--- src/rtl/bit1.sv ---
// bit1: registered magnitude comparator with eq/neq/big/sma flags and a result-change pulse.
module bit1 #(
    parameter int WIDTH  = 1,
    parameter int SIGNED = 0
) (
    input  logic             clk,
    input  logic             rst,
    input  logic [WIDTH-1:0] a,
    input  logic [WIDTH-1:0] b,
    output logic             eq,
    output logic             neq,
    output logic             big,
    output logic             sma
    ,
    output logic             chg
);
    logic [WIDTH-1:0] flip, ka, kb;
    logic [2:0]       flags_d, flags_q;
    logic             chg_d, chg_q;
    // Inverting the sign bit maps two's-complement order onto unsigned order.
    always_comb begin
        flip            = '0;
        flip[WIDTH-1]   = (SIGNED != 0);
        ka              = a ^ flip;
        kb              = b ^ flip;
        flags_d         = {ka == kb, ka > kb, ka < kb};
        chg_d           = flags_d != flags_q;
    end
    always_ff @(posedge clk or posedge rst) begin
        if (rst) begin
            flags_q <= 3'b000;
            chg_q   <= 1'b0;
        end else begin
            flags_q <= flags_d;
            chg_q   <= chg_d;
        end
    end
    // neq stays low in the all-zero "no valid result" state.
    assign eq  = flags_q[2];
    assign big = flags_q[1];
    assign sma = flags_q[0];
    assign neq = flags_q[1] | flags_q[0];
    assign chg = chg_q;
endmodule

--- config.mk ---
export PLATFORM = sky130hd
export DESIGN_NAME = bit1
export DESIGN_NICKNAME = d
export VERILOG_FILES = /design/src/rtl/bit1.sv
export SDC_FILE = /design/constraint.sdc
export NUM_CORES = 1
export LEC_CHECK = 0
export BUFFER_PORTS_ARGS = -buffer_cell sky130_fd_sc_hd__buf_2
export CAP_MARGIN = 20
export CELL_PAD_IN_SITES_DETAIL_PLACEMENT = 1
export CELL_PAD_IN_SITES_GLOBAL_PLACEMENT = 2
export CORE_AREA = 2 2 39 41
export DETAILED_ROUTE_END_ITERATION = 16
export DIE_AREA = 0 0 41 43
export PLACE_DENSITY_LB_ADDON = 0.1
export SLEW_MARGIN = 10
export SYNTH_ARGS = -nofsm -noshare
export SYNTH_HDL_FRONTEND = slang
export SYNTH_SLANG_ARGS = --single-unit
export TNS_END_PERCENT = 30
--- constraint.sdc ---
create_clock -name clk -period 1 [get_ports clk]
set_input_delay 0.1 -clock clk [delete_from_list [all_inputs] [get_ports clk]]
set_output_delay 0.1 -clock clk [all_outputs]
set_load 0.02 [all_outputs]
==> results of run 1 <==
[routing by layer]
| layer | up-vias | GRT usage (%) |
|---|---|---|
| met4 | 0 | 4.00 |
| met2 | 8 | 5.63 |
| met1 | 64 | 6.15 |
| li1 | 69 | - |
| met5 | - | 0 |
| met3 | 0 | 7.85 |
[cell families after synthesis]
group / count (synthesis)
XOR/XNOR: 3
adder cells (fa/ha/maj): 2
buffers and inverters: 3
flip-flops: 4
AND/OR/NAND/NOR: 2
[layout make-up]
type / instances / area (sq um) / area share, %
Tap cell: 16 / 20.0 / 6.58
Timing Repair Buffer: 11 / 87.6 / 28.8
Clock buffer: 3 / 22.5 / 7.41
Inverter: 3 / 11.3 / 3.70
Multi-Input combinational cell: 7 / 62.6 / 20.6
Sequential cell: 4 / 100 / 32.9
[registers in the layout (all words and copies together) (netlist names)]
register and count:
chg 1, flags_q 3
[synth_stat cells, drive strengths merged]
library cell | instances | area [sq um]
ha | 2 | 25.0
inv | 3 | 11.3
nand3 | 1 | 5.00
or2 | 1 | 6.26
xnor2 | 3 | 26.3
dfrtp | 4 | 100
[worst paths after layout]
kind / startpoint / to / slack [ps] / cells after the start
max: flags_q[0] / neq / -70 / 2
min: b / flags_q[2] / 140 / 2
max reg2reg: flags_q[1] / chg / 160 / 3
min reg2reg: flags_q[2] / chg / 520 / 2
max in group asynchronous: rst / flags_q[0] / 560 / 3
min in group asynchronous: rst / flags_q[2] / 280 / 3
[critical path, delay by kind of cell (launching register included)]
family | cells | cell delay (ps)
buf+inv | 1 | 130
flops | 1 | 360
simple gates | 1 | 230
[per-stage QoR]
stage,utilization [%],cells
floorplan,-,14
global placement,16.9,38
CTS,21.2,44
finish,22.0,44
detailed placement,16.9,38
global route,22.0,44
[timing repair]
| action | CTS | global route |
|---|---|---|
| setup buffers | 2 | 0 |
| endpoints found under the hold margin | 4 | 0 |
| pin swaps | 1 | 1 |
| setup endpoints to repair | 1 | 3 |
| hold buffers | 1 | 0 |
| gates resized for setup | 4 | 3 |
[power by group through the flow]
stage / Sequential, W / Clock [W] / Combinational, W
after detailed placement: 0.000187 / 0 / 0.0000817
after global placement: 0.000186 / 0 / 0.0000832
after floorplan: 0.000204 / 0 / 0.0000344
after CTS: 0.000182 / 0.000214 / 0.000101
after global routing: 0.000185 / 0.000234 / 0.000112
final: 0.000182 / 0.000205 / 0.000102
==> summary.txt, run 1 <==
Synth
  – Synth Net Count: 20
  – Synth cell types: 6
  – Synth Area in XOR/XNOR: 15.1%
  – Syn Inst Count: 14
  – Synth Area in Simple Gates: 6.47%
  – Compound-cell area share of the yosys netlist: 0%
  – Adder-cell share of the synthesized area: 14.4%
  – Synth Cell Area: 174 sq um
  – Mux share of post-synthesis cell area: 0%
  – Avg Cell Area, Syn: 12.4 sq um
  – Yosys warnings: 0
  – Largest family of logic cells by synthesized area: XOR/XNOR gates
  – Post-synthesis sequential area ratio: 57.6%
  – Synth Register Bits: 4

Clocking
  – Clock-pin slew on the worst setup and hold paths: 40 ps
  – CTS tree: yes
  – Worst skew pair latency: 240 ps
  – Clock sinks: 4
  – Clock Path Buffers: 2
  – H-tree depth: 1
  – CTS root buffer: clkbuf_4
  – CTS buffer count: 3

STA
  – Setup_tns: -68.0 ps
  – Crit path time final: 1070 ps
  – Unrepaired setup endpoints after global routing: yes
  – Worst-margin pin slew: 156 ps
  – Pins over their slew limit: 0
  – Slew headroom: 89.6%
  – WHS: 144 ps
  – Crit share post-route: 107%
  – Fmax: 936 MHz
  – Clk_skew: 0.680 ps
  – Final hold vios: 0
  – Final setup viols: 1
  – Setup WS post-layout: -68.0 ps

Layout
  – Most frequent cells in the layout: buf_2 (5), dfrtp_1 (4), buf_6 (4)
  – Nets: 36
  – Design area: 304 sq um
  – # diodes: 0
  – FILL cells: 171
  – Commonest non-fill, non-tap cell in the layout: buf_2
  – Area delta synth->final: 74.8%
  – Share of cells above drive strength 1: 46.4%

Power and ir drop
  – Leak Pwr: 0.155 nW
  – Clock power frac: 41.9%
  – Flop pwr share: 37.2%
  – Pwr/cell area: 1610 nW/um^2
  – Switching part of the total power: 26.0%
  – Maximum VDD drop: 0.689 mV
  – Total power: 0.000490 W
  – P_int: 0.000363 W
  – Logic pwr share: 20.9%
  – Sw Pwr: 0.000127 W

Worst setup path
  – CP max FO: 2
  – CP Capture Type: primary output
  – Slowest stage cell, crit path: dfrtp_1
  – Worst-path cell chain: or2_1 -> buf_6
  – Setup CP Type: register to primary output
  – Startpoint Class: register
  – Largest stage delay on the critical path: 360 ps
  – WP data required: 900 ps
  – WP data arrival: 970 ps

Route
  – Metal2 WL: 161 um
  – DR WL/cell: 8.02 um
  – Routed wire length: 353 um
  – Number of remaining DRC errors: 0
  – Routed Antenna Nets: 0
  – Initial DRC count: 1
  – DR WL met3: 51 um
  – Met1 wire length: 140 um
  – First-pass DRT Iterations: 2
  – DR vias/cell: 3.20
  – Max layer used: met3
  – DR vias: 141

Global routing
  – First-pass GRT wire length: 558 um
  – GRT overflow: 0
  – Gr usage total: 5.84%
  – Vias in the first global route: 131
  – Pin count of the biggest net entering global routing: 5
  – Antenna violations before repair: 0

Placement
  – Placed Area: 234 sq um
  – HPWL after DPL: 268 um
  – IO buf count: 8
  – Pre-CTS setup slack: 83.5 ps
  – GP Congestion: 0.619

Floorplan
  – Die Area: 1760 sq um
  – Rows: 14
  – Initial Utilization: 12.6%
  – Core area: 1380 sq um
  – Ports: 9
  – Chip Height: 43 um
  – Die width: 41 um

Hold path
  – Hold Path Class: primary input to register

Outcome
  – Outcome: finished, violations left
  – Failing checks: negative setup slack

Run
  – MaxCap Viol Count: 0
(Power assumes the default switching activity.)
==> run 2: changes to the inputs <==
- CTS_BUF_LIST: default -> sky130_fd_sc_hd__clkbuf_2 sky130_fd_sc_hd__clkbuf_4 sky130_fd_sc_hd__clkbuf_8
- SKIP_LAST_GASP: default -> 1
==> run 2 against run 1 <==
  * The run still ends with negative setup slack left
  * Clock-buffer cell count unchanged
  * First-iteration DRC count unchanged
  * Critical path depth unchanged
  * Combinational power down 7%
  * Final area down 5.3%
  * Flip-flop and latch count unchanged
  * Setup slack about the same
  * Sequential share of layout area up 1.9 points
  * Die area unchanged
  * Hold slack unchanged
  * Sequential power about the same
  * Critical path type unchanged
  * Critical endpoint unchanged
==> summary.txt, run 2 (same netlist as run 1, synthesis figures left out) <==
Worst setup path
  – Worst Setup SP: flags_q[0] (unchanged)
  – WP data arrival: 970 ps (about the same)
  – Worst-path cell chain: or2_1 -> buf_6 (unchanged)
  – FF-to-FF Start: flags_q[1] (unchanged)
  – Startpoint Class: register (unchanged)
  – Worst r2r dst: chg (unchanged)
  – CP max FO: 2 (unchanged)
  – Slowest stage cell, crit path: dfrtp_1 (unchanged)
  – R2R Setup Slk: 160 ps (about the same)
  – Worst R2R Path Depth: 3 (unchanged)
  – WP data required: 900 ps (about the same)
  – Setup CP Type: register to primary output (unchanged)
  – CP Capture Type: primary output (unchanged)
  – Largest stage delay on the critical path: 360 ps (about the same)

Route
  – First-pass DRT Iterations: 2 (unchanged)
  – Number of remaining DRC errors: 0 (unchanged)
  – Routed Antenna Nets: 0 (unchanged)
  – DR WL/cell: 7.98 um (was 8.02 um)
  – DR vias/cell: 3.20 (unchanged)
  – Initial DRC count: 1 (unchanged)
  – Routed wire length: 351 um (was 353 um)
  – DR vias: 141 (unchanged)

STA
  – Crit path time final: 1070 ps (about the same)
  – Crit share post-route: 107% (about the same)
  – Setup WS post-layout: -68.0 ps (about the same)
  – Worst-margin pin slew: 156 ps (unchanged)
  – Slew headroom: 89.6% (unchanged)
  – Fmax: 936 MHz (about the same)
  – Clk_skew: 0.680 ps (unchanged)
  – Final hold vios: 0 (unchanged)
  – Unrepaired setup endpoints after global routing: yes (unchanged)
  – Pins over their slew limit: 0 (unchanged)
  – Final setup viols: 1 (unchanged)
  – Setup_tns: -68.0 ps (about the same)

Run
  – MaxCap Viol Count: 0 (unchanged)

Power and ir drop
  – Maximum VDD drop: 0.686 mV (was 0.689 mV)
  – Total power: 0.000482 W (was 0.000490 W)
  – Pwr/cell area: 1680 nW/um^2 (was 1610 nW/um^2)
  – Leak Pwr: 0.151 nW (was 0.155 nW)

Floorplan
  – Ports: 9 (unchanged)
  – Rows: 14 (unchanged)
  – Initial Utilization: 12.6% (unchanged)
  – Chip Height: 43 um (unchanged)
  – Core area: 1380 sq um (unchanged)
  – Die width: 41 um (unchanged)
  – Die Area: 1760 sq um (unchanged)

Placement
  – HPWL after DPL: 268 um (unchanged)
  – Placed Cells: 38 (unchanged)
  – Placed Area: 234 sq um (unchanged)
  – GP Congestion: 0.619 (unchanged)
  – Pre-CTS setup slack: 83.5 ps (unchanged)
  – IO buf count: 8 (unchanged)

Clocking
  – H-tree depth: 1 (unchanged)
  – Worst skew pair latency: 240 ps (about the same)
  – CTS tree: yes (unchanged)
  – Clock Path Buffers: 2 (unchanged)
  – CTS buffer count: 3 (unchanged)
  – Clock sinks: 4 (unchanged)
  – Clock-pin slew on the worst setup and hold paths: 40 ps (about the same)
  – CTS root buffer: clkbuf_4 (unchanged)

Global routing
  – Gr usage total: 5.84% (unchanged)
  – GRT overflow: 0 (unchanged)
  – First-pass GRT wire length: 558 um (unchanged)
  – Pin count of the biggest net entering global routing: 5 (unchanged)
  – Vias in the first global route: 131 (unchanged)
  – Antenna violations before repair: 0 (unchanged)

Layout
  – Max reg flops: 3 (unchanged)
  – Design area: 288 sq um (was 304 sq um)
  – FILL cells: 169 (was 171)
  – Area delta synth->final: 65.5% (was 74.8%)
  – Most frequent cells in the layout: buf_2 (7), dfrtp_1 (4), inv_1 (3), xnor2_1 (3), clkbuf_4 (3) (was buf_2 (5), dfrtp_1 (4), buf_6 (4))
  – Share of cells above drive strength 1: 46.4% (unchanged)
  – # diodes: 0 (unchanged)
  – Nets: 36 (unchanged)
  – Finished Layout Cells: 44 (unchanged)
  – Largest register by flop count: flags_q (unchanged)
  – Commonest non-fill, non-tap cell in the layout: buf_2 (unchanged)

Hold path
  – Hold Path Sink: flags_q[2] (unchanged)
  – Hold path depth: 2 (unchanged)
  – Hold Path Class: primary input to register (unchanged)
  – Hold path start: b (unchanged)

Outcome
  – Outcome: finished, violations left (unchanged)
  – Failing checks: negative setup slack (unchanged)
run 2: worst max-delay path by stage:
stage	end	slack [ps]	cells after the start
3_3_place_gp	chg	60	5
4_1_cts	neq	-80	2
3_5_place_dp	chg	80	5
5_1_grt	neq	-110	2
6_report	neq	-70	2
2_1_floorplan	neq	120	1
run 2: critical path: cells and delay by family, from the launching register on:
family	cells	cell delay, ps
DFF	1	360
and+or+nand+nor	1	230
buffers and inverters	1	130
run 2: layout make-up:
type | instances | area [sq um] | area share [%]
multi-input cells | 7 | 62.6 | 21.7
well taps | 16 | 20.0 | 6.96
repair buffers | 11 | 71.3 | 24.8
flip-flops and latches | 4 | 100 | 34.8
inverters | 3 | 11.3 | 3.91
clock buffers | 3 | 22.5 | 7.83
run 2: where the power goes:
part	internal (W)	total [W]	switching (W)
Clock	0.000135	0.000205	0.0000709
Sequential	0.000177	0.000182	0.00000541
Combinational	0.0000453	0.0000949	0.0000496
Total	0.000357	0.000482	0.000126
run 2: per-layer routing:
layer	vias up	wire, um	GRT usage [%]
li1	69	-	-
met3	0	53	7.85
met5	-	0	0
met2	8	160	5.63
met4	0	0	4.00
met1	64	137	6.15
run 2: repair_timing:
item                                    4_1_cts  5_1_grt
gates resized for setup                       2        0
endpoints found under the setup margin        1        3
hold endpoints to repair                      4        0
setup buffers                                 2        0
hold buffers                                  1        0
pin swaps                                     1        1
run 2: stage by stage:
step / util [%] / hold WS, ps
floorplan: - / -134
global placement: 16.9 / -9.23
detailed placement: 16.9 / -11.1
CTS: 20.8 / 146
global route: 20.8 / 144
finish: 20.8 / 144
